`src/rtl/uart_pkg.sv`:
```
// Shared types and defaults for the UART transmitter.
// The PARITY state is only present when UART_PARITY_EN is defined.
package uart_pkg;

  localparam int DATA_WIDTH_DEFAULT = 8;
  localparam int STOP_BITS_DEFAULT  = 1;

  typedef logic [15:0] timer_t;

  typedef enum logic [2:0] {
    IDLE   = 3'd0,
    START  = 3'd1,
    DATA   = 3'd2,
`ifdef UART_PARITY_EN
    PARITY = 3'd3,
`endif
    STOP   = 3'd4
  } uart_tx_state_t;

endpackage

```
`src/rtl/uart_tx_shreg.sv`:
```
// Parallel-load, shift-right data register feeding the serial line, LSB first.
module uart_tx_shreg
  import uart_pkg::*;
#(
  parameter int WIDTH = DATA_WIDTH_DEFAULT
) (
  input  logic             clk,
  input  logic             rst,
  input  logic             load_i,
  input  logic             shift_i,
  input  logic [WIDTH-1:0] data_i,
  output logic             bit0_o,
  output logic             bit1_o
);

  logic [WIDTH-1:0] shreg_q, shreg_d;

  always_comb begin
    shreg_d = shreg_q;
    if (load_i) begin
      shreg_d = data_i;
    end else if (shift_i) begin
      shreg_d = shreg_q >> 1;
    end
  end

  always_ff @(posedge clk) begin
    if (!rst) begin
      shreg_q <= '0;
    end else begin
      shreg_q <= shreg_d;
    end
  end

  assign bit0_o = shreg_q[0];

  // bit1 is the value bit0 takes after a shift; lets the line register look one bit ahead.
  generate
    if (WIDTH > 1) begin : g_bit1
      assign bit1_o = shreg_q[1];
    end else begin : g_no_bit1
      assign bit1_o = 1'b0;
    end
  endgenerate

endmodule

```
`src/rtl/uart_tx_frame.sv`:
```
// UART frame transmitter: start, DATA_WIDTH data bits LSB first, optional even parity
// (macro UART_PARITY_EN), STOP_BITS stop bits; bit timing comes from an external baud counter.
//
// state  | meaning
// IDLE   | line high, counter held clear, waiting for tx_start
// START  | driving the start bit (low)
// DATA   | driving data bits from the shift register
// PARITY | driving the even-parity bit (UART_PARITY_EN only)
// STOP   | driving stop bit(s) high; last tick ends the frame
module uart_tx_frame
  import uart_pkg::*;
#(
  parameter int DATA_WIDTH = DATA_WIDTH_DEFAULT,
  parameter int STOP_BITS  = STOP_BITS_DEFAULT
) (
  input  logic                  clk,
  input  logic                  rst,
  input  logic                  baud_tick,
  input  logic                  tx_start,
  input  logic [DATA_WIDTH-1:0] tx_data,
  output logic                  baud_en,
  output logic                  tx_serial,
  output logic                  tx_busy,
  output logic                  tx_done
);

  localparam int IDX_W = (DATA_WIDTH > 1) ? $clog2(DATA_WIDTH) : 1;
  localparam logic [IDX_W-1:0] LAST_IDX = IDX_W'(DATA_WIDTH - 1);
  localparam logic LAST_STOP = 1'(STOP_BITS - 1);

  uart_tx_state_t   state_q, state_d;
  logic [IDX_W-1:0] bit_idx_q, bit_idx_d;
  logic             stop_idx_q, stop_idx_d;
  logic             tx_serial_q, tx_serial_d;
  logic             tx_done_q, tx_done_d;
  logic             load, shift;
  logic             sh_bit0, sh_bit1;
`ifdef UART_PARITY_EN
  logic             parity_q, parity_d;
`endif

  uart_tx_shreg #(.WIDTH(DATA_WIDTH)) u_shreg (
    .clk     (clk),
    .rst     (rst),
    .load_i  (load),
    .shift_i (shift),
    .data_i  (tx_data),
    .bit0_o  (sh_bit0),
    .bit1_o  (sh_bit1)
  );

  always_comb begin
    state_d    = state_q;
    bit_idx_d  = bit_idx_q;
    stop_idx_d = stop_idx_q;
    tx_done_d  = 1'b0;
    load       = 1'b0;
    shift      = 1'b0;
`ifdef UART_PARITY_EN
    parity_d   = parity_q;
`endif

    case (state_q)
      IDLE: begin
        if (tx_start) begin
          load       = 1'b1;
          bit_idx_d  = '0;
          stop_idx_d = 1'b0;
          state_d    = START;
`ifdef UART_PARITY_EN
          parity_d   = ^tx_data;
`endif
        end
      end
      START: begin
        if (baud_tick) begin
          bit_idx_d = '0;
          state_d   = DATA;
        end
      end
      DATA: begin
        if (baud_tick) begin
          shift = 1'b1;
          if (bit_idx_q == LAST_IDX) begin
            bit_idx_d = '0;
`ifdef UART_PARITY_EN
            state_d   = PARITY;
`else
            state_d   = STOP;
`endif
          end else begin
            bit_idx_d = bit_idx_q + IDX_W'(1);
          end
        end
      end
`ifdef UART_PARITY_EN
      PARITY: begin
        if (baud_tick) begin
          state_d = STOP;
        end
      end
`endif
      STOP: begin
        if (baud_tick) begin
          if (stop_idx_q == LAST_STOP) begin
            stop_idx_d = 1'b0;
            tx_done_d  = 1'b1;
            state_d    = IDLE;
          end else begin
            stop_idx_d = 1'b1;
          end
        end
      end
      default: state_d = IDLE;
    endcase

    // Line level is registered from the next state so it changes with the state, not a cycle later.
    case (state_d)
      START:   tx_serial_d = 1'b0;
      DATA:    tx_serial_d = shift ? sh_bit1 : sh_bit0;
`ifdef UART_PARITY_EN
      PARITY:  tx_serial_d = parity_q;
`endif
      default: tx_serial_d = 1'b1;
    endcase
  end

  always_ff @(posedge clk) begin
    if (!rst) begin
      state_q     <= IDLE;
      bit_idx_q   <= '0;
      stop_idx_q  <= 1'b0;
      tx_serial_q <= 1'b1;
      tx_done_q   <= 1'b0;
    end else begin
      state_q     <= state_d;
      bit_idx_q   <= bit_idx_d;
      stop_idx_q  <= stop_idx_d;
      tx_serial_q <= tx_serial_d;
      tx_done_q   <= tx_done_d;
    end
  end

`ifdef UART_PARITY_EN
  always_ff @(posedge clk) begin
    if (!rst) begin
      parity_q <= 1'b0;
    end else begin
      parity_q <= parity_d;
    end
  end
`endif

  assign baud_en   = (state_q != IDLE);
  assign tx_busy   = (state_q != IDLE);
  assign tx_serial = tx_serial_q;
  assign tx_done   = tx_done_q;

endmodule

```
`config.mk`:
```
export PLATFORM = sky130hd
export DESIGN_NAME = uart_tx_frame
export DESIGN_NICKNAME = d
export VERILOG_FILES = /design/src/rtl/uart_pkg.sv /design/src/rtl/uart_tx_shreg.sv /design/src/rtl/uart_tx_frame.sv
export SDC_FILE = /design/constraint.sdc
export NUM_CORES = 1
export LEC_CHECK = 0
export ABC_AREA = 1
export ABC_CLOCK_PERIOD_IN_PS = 1160
export CAP_MARGIN = 20
export CORE_MARGIN = 3
export CORE_UTILIZATION = 45
export DETAILED_ROUTE_END_ITERATION = 8
export PLACE_DENSITY = 0.8
export SYNTH_ARGS = -nofsm -noshare
export SYNTH_HDL_FRONTEND = slang
export SYNTH_SLANG_ARGS = --single-unit
```
`constraint.sdc`:
```
create_clock -name clk -period 1.16 [get_ports clk]
set_input_delay 0.174 -clock clk [delete_from_list [all_inputs] [get_ports clk]]
set_output_delay 0.174 -clock clk [all_outputs]
set_load 0.05 [all_outputs]
```
==> Implementation_results.wiki <==
{| class="wikitable"
! Metric !! Value
|-
| Number of diodes added for antenna fixing || 0
|-
| Top_reg_cell synth || sky130_fd_sc_hd__dfxtp_1
|-
| Number of filler instances in the final layout || 86
|-
| Number of synthesized flops with an enable pin || 0
|-
| CTS H-tree depth || 1
|-
| Post-route clock period utilization || 1.15
|-
| Failing checks || setup timing
|-
| Fraction of layout instances using a drive strength above 1 || 0.482
|-
| Synth area leaders || sky130_fd_sc_hd__dfxtp_1, sky130_fd_sc_hd__inv_1, sky130_fd_sc_hd__nand2_1
|-
| Vias in the first global route || 1017
|-
| Worst slew pin tran || 0.360 ns
|-
| Proportion of power drawn by combinational gates || 0.369
|-
| Avg Inst Size Synth || 6.74 um2
|-
| Flop and latch count out of synthesis || 16
|-
| Total wire length after detailed routing || 3230 um
|-
| Global-route wire length before repair || 4220 um
|-
| Met3 capacity usage during global routing || 0.0272
|-
| Share of the synthesized area in the top cell type || 0.377
|-
| Share of synthesized area occupied by flip-flops and latches || 0.377
|-
| Total of max-cap violations || 0
|-
| Count of hold-fix buffers inserted at cts || 0
|-
| Clock Root Buffer || sky130_fd_sc_hd__clkbuf_4
|-
| Fraction of power consumed by the clock network || 0.241
|-
| Worst setup slack for register-to-register paths || -0.17 ns
|-
| Total negative slack for setup checks || -1.70 ns
|-
| Clock skew || 0.00706 ns
|-
| Clock net sink count || 16
|-
| Switching fraction of total power || 0.349
|-
| Area of the die || 0.00245 mm2
|-
| Setup slack of the critical path after layout || -0.174 ns
|-
| Pint || 0.00105 W
|-
| Worst-case vdd ir drop || 0.898 mV
|-
| DP HPWL || 1660 um
|-
| Class of the most critical hold timing path || in2reg
|-
| Result of the run || finished with violations
|-
| Core region area || 0.00175 mm2
|-
| Synthesis Warnings || 0
|-
| Worst-path clk slew || 0.09 ns
|-
| Clock Latency Late Sink || 0.30 ns
|-
| Max Root-Sink Buffers || 2
|-
| Fraction of power consumed by sequential logic || 0.390
|-
| Port Buffer Count || 15
|-
| Cell accounting for the most synthesized area || sky130_fd_sc_hd__dfxtp_1
|-
| DRC Markers || 0
|-
| Global route total overflow || 0
|-
| Achievable Freq || 750 MHz
|-
| Combined area of the multi-input logic cells || 619 um2
|-
| Overall track demand over capacity in global routing || 0.229
|-
| Die span in x || 49.5 um
|-
| Sequential cell area in the final layout || 332 um2
|-
| Final cell utilization of the core || 0.871
|-
| Slew headroom || 0.760
|-
| Number of antenna violations at the first check in global routing || 0
|-
| Row Count || 15
|-
| Fraction of met1 tracks used by global routing || 0.231
|-
| Area added between synthesis and finish || 78.9%
|-
| Power Total || 0.00161 W
|-
| Final hold violations || 0
|-
| Height of the die || 49.5 um
|-
| Power density over the cells || 1060 mW/mm2
|-
| Number of design-rule violations left by the first detailed-router iteration || 62
|-
| Unrepaired setup endpoints after global routing || true
|-
| Antenna viol nets, final || 0
|-
| Setup crit end kind || flip-flop
|-
| WL/cell || 16.9 um
|-
| Leak || 0.657 nW
|-
| Worst setup slack before clock tree synthesis || -0.291 ns
|-
| Clock buffer count from CTS || 3
|-
| Crit path kind || reg2reg
|-
| Endpoint arrival time on the critical path || 1.57 ns
|-
| Switch Pwr || 0.000560 W
|-
| Total number of vias || 1051
|-
| Largest fanout of any net on the critical path || 7
|-
| Most heavily used metal layer in global routing || met2
|-
| Max Slew Vio Count || 0
|-
| Critical path required time || 1.39 ns
|-
| Top cells by count, synth || sky130_fd_sc_hd__inv_1, sky130_fd_sc_hd__nand2_1, sky130_fd_sc_hd__nand3_1
|-
| Post-synth design cell area || 850 um2
|-
| NumNets Final || 181
|-
| Number of library cell types mapped by synthesis || 20
|-
| Router iterations before antenna repair || 4
|-
| GPL Wtd Cong || 0.843
|-
| Finish-stage setup viols || 14
|-
| Critical Path Start Type || flip-flop
|-
| Number of instances in the synthesized netlist || 126
|-
| Minimum clock period after layout || 1.33 ns
|-
| Post-synth ARST share || 0
|-
| Clock tree from TritonCTS || built
|-
| Num ports || 16
|-
| Global-route met2 utilization || 0.424
|-
| Largest net degree at the start of global routing || 10
|-
| Vias per cell || 5.50
|-
| Effective utilization at floorplan || 0.487
|-
| Total nets after synthesis || 140
|}
## layout make-up
cell class | instances | share of cell area
clock buffers | 4 | 0.0239
multi-input cells | 81 | 0.407
repair buffers | 40 | 0.268
flip-flops and latches | 16 | 0.218
inverters | 25 | 0.0617
well taps | 25 | 0.0206
## registers in the layout, summed over array words and instances (netlist names)
| signal | count |
|---|---|
| u_shreg.shreg_q | 8 |
| bit_idx_q | 3 |
| state_q | 3 |
| tx_done | 1 |
| tx_serial | 1 |
## what timing repair did
item                                    4_1_cts  5_1_grt
endpoints found under the setup margin       14       17
setup buffers                                 5        2
pin swaps                                     1       20
gates resized for setup                      17       50
cloned                                        1        0
## layout by cell type (no fill, tap or decap), types with 3 or more instances in the layout
cell / Yosys / layout
sky130_fd_sc_hd__a21oi_2: 0 / 5
sky130_fd_sc_hd__buf_12: 0 / 3
sky130_fd_sc_hd__buf_4: 2 / 15
sky130_fd_sc_hd__buf_6: 1 / 8
sky130_fd_sc_hd__clkbuf_4: 0 / 3
sky130_fd_sc_hd__clkdlybuf4s50_1: 0 / 11
sky130_fd_sc_hd__dfxtp_1: 16 / 11
sky130_fd_sc_hd__dfxtp_2: 0 / 3
sky130_fd_sc_hd__inv_1: 23 / 22
sky130_fd_sc_hd__nand2_1: 23 / 9
sky130_fd_sc_hd__nand2_2: 2 / 8
sky130_fd_sc_hd__nand2_4: 0 / 8
sky130_fd_sc_hd__nand3_1: 17 / 10
sky130_fd_sc_hd__nand3_2: 2 / 6
sky130_fd_sc_hd__nand3_4: 0 / 3
sky130_fd_sc_hd__nand4_1: 8 / 8
sky130_fd_sc_hd__nor2_1: 12 / 10
## power groups by stage
| stage | clock network (W) | registers (W) | logic (W) |
|---|---|---|---|
| after floorplan | 0 | 0.000640 | 0.000229 |
| after global placement | 0 | 0.000629 | 0.000377 |
| after detailed placement | 0 | 0.000633 | 0.000391 |
| after CTS | 0.000376 | 0.000619 | 0.000452 |
| after global routing | 0.000408 | 0.000629 | 0.000630 |
| final | 0.000387 | 0.000626 | 0.000593 |
## worst max-delay path, stage by stage (launching register included)
cell and delay [ns]:
sky130_fd_sc_hd__dfxtp_4 0.37, sky130_fd_sc_hd__nor2_4 0.14, sky130_fd_sc_hd__buf_6 0.12, sky130_fd_sc_hd__nand3_4 0.14, sky130_fd_sc_hd__buf_6 0.20, sky130_fd_sc_hd__nand2_4 0.05, sky130_fd_sc_hd__nand3_2 0.08, sky130_fd_sc_hd__a21oi_2 0.16
## metal layers
metal	part of all wire	vias up	wire length [um]
li1	-	484	-
met1	0.38	516	1240
met2	0.54	40	1750
met3	0.039	11	125
met4	0.035	0	114
met5	0	-	0
## cell families (layout without fill, tap and decap cells)
logic type / Yosys count / count (layout) / synth area share
flops: 16 / 16 / 0.377
compound gates: 10 / 10 / 0.0604
fa+ha+maj: 2 / 2 / 0.0295
buf+inv: 29 / 69 / 0.147
simple gates: 69 / 69 / 0.386
## worst paths after layout
check	startpoint	depth (start not counted)	end
max reg2reg	state_q[2]$_SDFF_PN0_	7	u_shreg.shreg_q[4]$_SDFFE_PN0P_
min reg2reg	u_shreg.shreg_q[5]$_SDFFE_PN0P_	2	u_shreg.shreg_q[5]$_SDFFE_PN0P_
min	rst	3	tx_done$_SDFF_PN0_
max	state_q[2]$_SDFF_PN0_	7	u_shreg.shreg_q[4]$_SDFFE_PN0P_
## through the flow
step / cell area (um2) / hold slack [ns] / cells
floorplan: 862 / 0.258 / 126
finish: 1520 / 0.447 / 191
detailed placement: 1150 / 0.483 / 179
global placement: 1150 / 0.472 / 179
global route: 1520 / 0.496 / 191
CTS: 1290 / 0.457 / 189
Note: power is estimated with default switching activity, not from simulation.
